$ cat src/rtl/fetch_stage_if.sv
// Fetch-stage bus definitions.
//   fetch_pkg::fetch_t : fetch/decode pipeline register bundle {instr, pc, npc, valid}
//   fetch_stage_if     : groups the instruction-memory handshake, pipeline control
//                        inputs and fetch-stage outputs.
//     master modport : the fetch stage (drives imemREN/imemaddr/fetch_p/fetch_count/halted)
//     slave  modport : the environment (memory, decode, hazard and branch logic)
package fetch_pkg;
  typedef struct packed {
    logic [31:0] instr;
    logic [31:0] pc;
    logic [31:0] npc;
    logic        valid;
  } fetch_t;
endpackage

interface fetch_stage_if #(
  parameter int CNT_W = 32
);
  logic               ihit;
  logic               dhit;
  logic [31:0]        imemload;
  logic               flush;
  logic               freeze;
  logic               redirect_valid;
  logic [31:0]        redirect_addr;
  logic               halt_seen;
  logic               imemREN;
  logic [31:0]        imemaddr;
  fetch_pkg::fetch_t  fetch_p;
  logic [CNT_W-1:0]   fetch_count;
  logic               halted;

  modport master (
    input  ihit, dhit, imemload, flush, freeze, redirect_valid, redirect_addr, halt_seen,
    output imemREN, imemaddr, fetch_p, fetch_count, halted
  );

  modport slave (
    output ihit, dhit, imemload, flush, freeze, redirect_valid, redirect_addr, halt_seen,
    input  imemREN, imemaddr, fetch_p, fetch_count, halted
  );
endinterface

$ cat src/rtl/fetch_stage.sv
// Instruction-fetch stage: owns the PC, issues instruction-memory reads, latches
// returned instructions into the fetch/decode register and applies redirects,
// flush, freeze and halt. Counts delivered bundles (saturating).
// Ports:
//   CLK  : pipeline clock, rising edge
//   RST  : asynchronous active-high reset
//   bus  : fetch_stage_if.master (memory handshake, control inputs, fetch_p,
//          fetch_count, halted)
//
// state  | meaning
// RUN    | normal fetch
// PEND   | redirect captured while frozen, applied on first unfrozen edge
// HALTED | fetch stopped, only reset leaves
module fetch_stage #(
  parameter logic [31:0] PC_INIT = 32'h0000_0000,
  parameter int          CNT_W   = 32
) (
  input  logic          CLK,
  input  logic          RST,
  fetch_stage_if.master bus
);
  import fetch_pkg::*;

  typedef enum logic [1:0] {RUN, PEND, HALTED} state_t;

  state_t           state_q, state_d;
  logic [31:0]      pc_q, pc_d;
  logic [31:0]      pend_addr_q, pend_addr_d;
  fetch_t           fetch_q, fetch_d;
  logic [CNT_W-1:0] cnt_q, cnt_d;
  logic [31:0]      npc;

  assign npc = pc_q + 32'd4;

  always_ff @(posedge CLK or posedge RST) begin
    if (RST) begin
      state_q     <= RUN;
      pc_q        <= PC_INIT;
      pend_addr_q <= '0;
      fetch_q     <= '0;
      cnt_q       <= '0;
    end else begin
      state_q     <= state_d;
      pc_q        <= pc_d;
      pend_addr_q <= pend_addr_d;
      fetch_q     <= fetch_d;
      cnt_q       <= cnt_d;
    end
  end

  always_comb begin
    state_d     = state_q;
    pc_d        = pc_q;
    pend_addr_d = pend_addr_q;
    fetch_d     = fetch_q;
    cnt_d       = cnt_q;

    if (state_q != HALTED) begin
      if (bus.halt_seen) begin
        state_d     = HALTED;
        fetch_d     = '0;
        pend_addr_d = '0;
      end else begin
        // PC update: a held redirect takes effect on the first unfrozen edge;
        // otherwise the PC advances only when an instruction is accepted.
        if (!bus.freeze && state_q == PEND) begin
          pc_d        = pend_addr_q;
          pend_addr_d = '0;
          state_d     = RUN;
        end else if (!bus.freeze && bus.ihit && !bus.flush) begin
          pc_d = npc;
        end

        // A fresh redirect overrides both of the above.
        if (bus.redirect_valid) begin
          if (bus.freeze) begin
            pend_addr_d = bus.redirect_addr;
            state_d     = PEND;
          end else begin
            pc_d        = bus.redirect_addr;
            pend_addr_d = '0;
            state_d     = RUN;
          end
        end

        // Pipeline register: flush beats freeze; the word fetched on the
        // PEND-apply edge belongs to the wrong path and is dropped.
        if (bus.flush || (state_q == PEND && !bus.freeze)) begin
          fetch_d = '0;
        end else if (!bus.freeze) begin
          if (bus.ihit) begin
            fetch_d = '{instr: bus.imemload, pc: pc_q, npc: npc, valid: 1'b1};
            if (cnt_q != '1) cnt_d = cnt_q + CNT_W'(1);
          end else if (bus.dhit) begin
            fetch_d = '0;
          end
        end
      end
    end
  end

  assign bus.imemaddr    = pc_q;
  assign bus.imemREN     = (state_q != HALTED);
  assign bus.fetch_p     = fetch_q;
  assign bus.fetch_count = cnt_q;
  assign bus.halted      = (state_q == HALTED);
endmodule

$ cat src/flat_wrapper.sv
// flat-port wrapper written by rule: the top's interface ports become plain ports
module fetch_stage_flat import fetch_pkg::*;
#(
  parameter logic [31:0] PC_INIT = 32'h0000_0000,
  parameter int          CNT_W   = 32
)
  (CLK, RST, bus_ihit, bus_dhit, bus_imemload, bus_flush, bus_freeze, bus_redirect_valid, bus_redirect_addr, bus_halt_seen, bus_imemREN, bus_imemaddr, bus_fetch_p, bus_fetch_count, bus_halted);
  fetch_stage_if #(.CNT_W(CNT_W)) bus_i ();
  input  logic CLK;
  input  logic RST;
  input wire logic [$bits(bus_i.ihit)-1:0] bus_ihit;
  input wire logic [$bits(bus_i.dhit)-1:0] bus_dhit;
  input wire logic [$bits(bus_i.imemload)-1:0] bus_imemload;
  input wire logic [$bits(bus_i.flush)-1:0] bus_flush;
  input wire logic [$bits(bus_i.freeze)-1:0] bus_freeze;
  input wire logic [$bits(bus_i.redirect_valid)-1:0] bus_redirect_valid;
  input wire logic [$bits(bus_i.redirect_addr)-1:0] bus_redirect_addr;
  input wire logic [$bits(bus_i.halt_seen)-1:0] bus_halt_seen;
  output wire logic [$bits(bus_i.imemREN)-1:0] bus_imemREN;
  output wire logic [$bits(bus_i.imemaddr)-1:0] bus_imemaddr;
  output wire logic [$bits(bus_i.fetch_p)-1:0] bus_fetch_p;
  output wire logic [$bits(bus_i.fetch_count)-1:0] bus_fetch_count;
  output wire logic [$bits(bus_i.halted)-1:0] bus_halted;
  assign bus_i.ihit = bus_ihit;
  assign bus_i.dhit = bus_dhit;
  assign bus_i.imemload = bus_imemload;
  assign bus_i.flush = bus_flush;
  assign bus_i.freeze = bus_freeze;
  assign bus_i.redirect_valid = bus_redirect_valid;
  assign bus_i.redirect_addr = bus_redirect_addr;
  assign bus_i.halt_seen = bus_halt_seen;
  assign bus_imemREN = bus_i.imemREN;
  assign bus_imemaddr = bus_i.imemaddr;
  assign bus_fetch_p = bus_i.fetch_p;
  assign bus_fetch_count = bus_i.fetch_count;
  assign bus_halted = bus_i.halted;
  fetch_stage #(.PC_INIT(PC_INIT), .CNT_W(CNT_W)) u_core (.CLK(CLK), .RST(RST), .bus(bus_i));
endmodule
$ cat config.mk
export PLATFORM = sky130hd
export DESIGN_NAME = fetch_stage_flat
export DESIGN_NICKNAME = d
export VERILOG_FILES = /design/src/rtl/fetch_stage_if.sv /design/src/rtl/fetch_stage.sv /design/src/flat_wrapper.sv
export SDC_FILE = /design/constraint.sdc
export NUM_CORES = 1
export LEC_CHECK = 0
export ABC_AREA = 1
export CORE_MARGIN = 3
export CORE_UTILIZATION = 45
export DETAILED_ROUTE_END_ITERATION = 10
export HOLD_SLACK_MARGIN = 0.06
export PLACE_DENSITY = 0.7
export SETUP_SLACK_MARGIN = 0.2
export SLEW_MARGIN = 20
export SYNTH_ARGS = -nofsm -noshare
export SYNTH_HDL_FRONTEND = slang
export SYNTH_SLANG_ARGS = --single-unit
export TNS_END_PERCENT = 20
$ cat constraint.sdc
create_clock -name CLK -period 14.36 [get_ports CLK]
set_input_delay 2.872 -clock CLK [delete_from_list [all_inputs] [get_ports CLK]]
set_output_delay 2.872 -clock CLK [all_outputs]
set_load 0.03 [all_outputs]
---- Word level (Yosys, flattened, before mapping) ----
Cells that the tools add are included.
word-level totals
  output and inout bits ................... 163
  word-level logic and storage cells ...... 47
  flip-flop bits (word level) ............. 195
  bits of input ports ..................... 72
cells by class
  bitwise gates (word level) .............. 3
  reduce and logical (&&, ||, !) cells .... 12
  equal/unequal tests ..................... 5
  muxes and demuxes ....................... 17
  $add $sub $neg .......................... 2
operators with widths
  kind                                                                    count
  97-bit two-way mux                                                      5
  32-bit two-way mux                                                      8
  32-bit by 1-bit adder with 32-bit output (second input constant)        1
  32-bit by 3-bit adder with 32-bit output (second input constant)        1
  32-bit != test (second input constant)                                  1
  2-bit two-way mux                                                       3
  6-bit AND reduction                                                     1
  2-bit AND reduction                                                     2
  4-bit nonzero test                                                      1
  1-bit logical AND                                                       3
  3-bit by 1-bit != test with 1-bit output (second input constant)        1
  1-bit NOT                                                               3
  3-bit AND reduction                                                     1
  3-bit nonzero test                                                      1
  2-bit by 1-bit equality test with 1-bit output (second input constant)  1
  2-bit equality test (second input constant)                             1
  1-bit logical NOT                                                       2
  2-bit != test (second input constant)                                   1
  1-bit logical OR                                                        1
  1-bit two-way mux                                                       1

---- Longest topological paths before layout ----
  word-level depth ........................ 7
  depth in mapped cells ................... 13
  depth with buffers taken out ............ 13

---- Worst setup path after synthesis ----
OpenSTA, ideal clock, no wires.
  path type ............................... reg-to-output
  start point ............................. register u_core.state_q[0]
  end point ............................... output bus_imemREN
  cell stages (with the launch flop) ...... 3
  setup slack ............................. 10.224 ns
  arrival ................................. 1.264 ns
  buffers on the path ..................... 0
  data required time ...................... 11.488 ns
  path through ............................ dfrtp_1 -> nor2_1 -> inv_1
on the way
  longest elaborated chain between the ends .. 1
RTL lines
  what                    RTL line            RTL
  from (decl)             fetch_stage.sv:26   state_t state_q, state_d;
  from (signal assigned)  fetch_stage.sv:43   state_q <= state_d;
  2-bit != test           fetch_stage.sv:103  assign bus.imemREN = (state_q != HALTED);
  to (decl)               flat_wrapper.sv:19  output wire logic [$bits(bus_i.imemREN)-1:0] bus_imemREN;
Every way passes these cells.

---- Worst setup path in the final report ----
  start point ............................. input bus_halt_seen
  end point ............................... register u_core.cnt_q[24], in the netlist u_core.bus.fetch_count[24]
on the way
  longest elaborated chain between the ends .. 2
RTL lines
  what                           RTL line            RTL
  from (decl)                    flat_wrapper.sv:18  input wire logic [$bits(bus_i.halt_seen)-1:0] bus_halt_seen;
  1-bit NOT (no line)            -
  6-bit AND reduction (no line)  -
  to (signal assigned)           fetch_stage.sv:47   cnt_q <= cnt_d;
  to (decl)                      fetch_stage.sv:30   logic [CNT_W-1:0] cnt_q, cnt_d;
Every way passes these cells.
A chain may end at the register's enable or synchronous reset.

==> results.yml <==
sta:
  slew_headroom_pct: 30.1
  slew_violations: 0
  worst_pin_slew_ns: 1.05
  rsz0062_at_grt: "false"
  hold_viol_final: 0
  final.min_clock_period_ns: 5.40
  tns_ns: 0
  skew_ns: 0.0116
  timing.hold.ws_ns: 0.477
  timing.fmax_mhz: 185
  period_share_pct: 37.6
  finalSetupViolations: 0
synthesis:
  synth_top_flop_cell: "dfrtp_1"
  synth_cell_type_count: 38
  yosysSeqAreaShare_pct: 50.5
  synthesis.area_sq_mm: 0.00957
  ys_async_sr_fraction_pct: 100
  synth-edff-count: 0
  synth_nets: 1249
  ys_ff_latch: 193
  synth_area_per_cell_sq_um: 8.15
  netlist_instances: 1175
  synth_warnings: 0
worst_setup_path:
  timing.rr.start: "u_core.state_q[1]$_DFFE_PP0P_"
  cp.arrival_ns: 5.73
  rrSetupSlack_ns: 11.31
  startpoint_type: "primary input"
  crit_slowest_cell: "nor2_8"
  cpPeakStageDelay_ns: 0.69
  cp.required_ns: 14.69
  critical_path_class: "primary input to flop"
  cp_common_cell: "nand2_1"
  path_cells: "clkdlybuf4s50_1, nor2_2, buf_4, nand4_4, nor2_8, nand2_4, inv_4, nand2_1, nand2_1, nand2_1"
  crit_start: "bus_halt_seen"
  path_max_fanout: 54
  r2r-end: "u_core.bus.fetch_count[24]$_DFFE_PP0P_"
  ff2ff_path_depth: 11
  crit_path_end: "u_core.bus.fetch_count[24]$_DFFE_PP0P_"
  cp-end-kind: "flop"
placed_design:
  place_congestion: 0.915
  portBuffers: 234
  place_hpwl_mm: 20.8
power_and_ir_drop:
  power.density_mw_per_mm2: 187
  power_frac_comb_pct: 43.5
  p_clk_share_pct: 20.6
  swShare_pct: 43.4
  switching_power_mw: 1.03
  p_int_mw: 1.34
  p_leak_nw: 5.89
  seqPwrFrac_pct: 35.9
  ir_worst_vdd_v: 0.000166
floorplanning:
  die_h_um: 152
  core_sq_mm: 0.0206
  placement_rows: 52
  die_w_um: 152
  io-pin-count: 235
  initial_core_util_pct: 46.6
  dieArea_sq_mm: 0.0231
status:
  status: "finished, final reports clean"
cts:
  cts-root-buf: "clkbuf_16"
  cts_buffer_depth: 2
  path_clk_slew_ns: 0.07
  cts_sinks: 193
  cts_repair_resize_count: 0
  cts_buffers: 17
  post-cts-setup-buffers: 0
  cts-htree-levels: 4
  cts_tree: "built"
  insertion_delay_ns: 0.44
  cts_hold_buf: 0
global_route:
  grt_remaining_overflow: 0
  grt_max_degree: 129
  grt_pass1_vias: 8263
  grt_usage_pct: 24.9
  grt_antenna_before_repair: 0
  grt_pass1_wl_mm: 46.6
finish:
  diodes: 0
  final_nets: 1459
  areaGrowthSynthToFinish_pct: 32.4
  n_fill_cell: 1854
  layout-drive-gt1-share_pct: 4.15
worst_hold_path:
  hp-class: "flop to flop"
routing:
  drt-wirelength-per-cell_um: 17.5
  dr.pass1.iters: 5
  via_per_inst: 5.33
  drc_errors: 0
  drt_first_iter_violations: 696
  vias: 8894
  totalWireLength_mm: 29.2
  antenna_left: 0
run:
  drv_cap: 0
[critical path: cells and delay by family]
family / cells / cell delay (ns)
AND/OR/NAND/NOR: 7 / 1.56
buffers and inverters: 3 / 1.22
[metrics by stage]
step	setup slack, ns	std cells	utilization (%)	power [mW]	cell area, sq um
2_1_floorplan	6.23	1175	-	1.46	9570
3_3_place_gp	8.59	1636	58.7	1.87	12100
3_5_place_dp	8.49	1636	58.7	1.89	12100
4_1_cts	8.96	1668	61.6	2.38	12700
5_1_grt	8.72	1668	61.6	2.50	12700
6_report	8.96	1668	61.6	2.37	12700
[cells by family (layout without fill, tap and decap cells)]
family,Yosys count,after routing,synth area share [%]
xor+xnor,31,31,2.84
compound gates,261,261,16.9
fa+ha+maj,2,2,0.261
simple gates,483,483,20.8
buf+inv,205,428,8.76
flops,193,193,50.5
[power groups by stage]
stage	combinational, mW	clock, mW	sequential, mW
after floorplan	0.414	0	1.04
after global placement	1.02	0	0.856
after detailed placement	1.03	0	0.859
after CTS	1.04	0.495	0.850
after global routing	1.11	0.518	0.873
final	1.03	0.488	0.852
[state kept, by name, indices dropped and copies added, names as in the netlist]
| name | flops |
|---|---|
| u_core.bus.imemaddr | 32 |
| u_core.state_q | 2 |
| u_core.bus.fetch_p | 95 |
| u_core.pend_addr_q | 32 |
| u_core.bus.fetch_count | 32 |
[placed cells by master, fill, tap and decap left out, types with 5 or more instances in the layout]
| master | n |
|---|---|
| a21o_1 | 5 |
| a21oi_1 | 68 |
| a22o_1 | 51 |
| buf_4 | 7 |
| clkbuf_16 | 17 |
| clkdlybuf4s50_1 | 234 |
| dfrtp_1 | 193 |
| inv_1 | 148 |
| inv_2 | 5 |
| inv_6 | 5 |
| nand2_1 | 311 |
| nand3_1 | 48 |
| nand4_1 | 6 |
| nor2_1 | 86 |
| nor3_1 | 16 |
| o21ai_0 | 62 |
| o21ai_1 | 22 |
| o221ai_1 | 12 |
| o22ai_1 | 35 |
| xor2_1 | 28 |
[synth_stat cells, types with 3 or more instances]
cell type,count,area (sq um)
dfrtp_1,193,4830
clkbuf_1,19,71.3
xnor2_1,3,26.3
nand2_1,311,1170
xor2_1,28,245
nor2_2,3,18.8
a21oi_1,68,340
o21ai_1,22,110
nand4_1,6,37.5
o221ai_1,12,105
buf_1,4,15.0
inv_1,149,559
o21ai_0,62,310
nand3_1,48,240
o22ai_1,35,219
nor2_1,87,327
a22o_1,51,447
nor3_1,16,80.1
buf_2,17,85.1
inv_2,5,18.8
a21o_1,5,37.5
buf_4,8,60.1
nand3b_1,3,22.5
[cell type report]
cell class / instances / area [sq um] / area share, %
Clock buffer: 18 / 429 / 3.39
Clock inverter: 14 / 166 / 1.31
Inverter: 155 / 592 / 4.67
Multi-Input combinational cell: 777 / 3920 / 30.9
Sequential cell: 193 / 4830 / 38.1
Tap cell: 270 / 338 / 2.67
Timing Repair Buffer: 241 / 2390 / 18.9
[worst min path at each step]
| stage | start | to | slack, ns | cells past startpoint |
|---|---|---|---|---|
| floorplan | u_core.pend_addr_q[11]$_DFFE_PP0P_ | u_core.pend_addr_q[11]$_DFFE_PP0P_ | 0.49 | 2 |
| global placement | u_core.bus.fetch_p[0]$_DFFE_PP0P_ | u_core.bus.fetch_p[0]$_DFFE_PP0P_ | 0.46 | 2 |
| detailed placement | u_core.bus.fetch_p[0]$_DFFE_PP0P_ | u_core.bus.fetch_p[0]$_DFFE_PP0P_ | 0.46 | 2 |
| CTS | u_core.bus.fetch_p[0]$_DFFE_PP0P_ | u_core.bus.fetch_p[0]$_DFFE_PP0P_ | 0.48 | 2 |
| global route | u_core.bus.fetch_p[29]$_DFFE_PP0P_ | u_core.bus.fetch_p[29]$_DFFE_PP0P_ | 0.49 | 1 |
| finish | u_core.bus.fetch_p[0]$_DFFE_PP0P_ | u_core.bus.fetch_p[0]$_DFFE_PP0P_ | 0.48 | 2 |
[layer usage]
metal | GRT usage (%) | wire length [um] | vias up
met2 | 38.2 | 13300 | 337
met4 | 6.25 | 364 | 0
met1 | 36.9 | 13900 | 4258
met5 | 0 | 0 | -
met3 | 4.64 | 1680 | 24
li1 | - | - | 4275
Power figures use the tool's default switching activity.
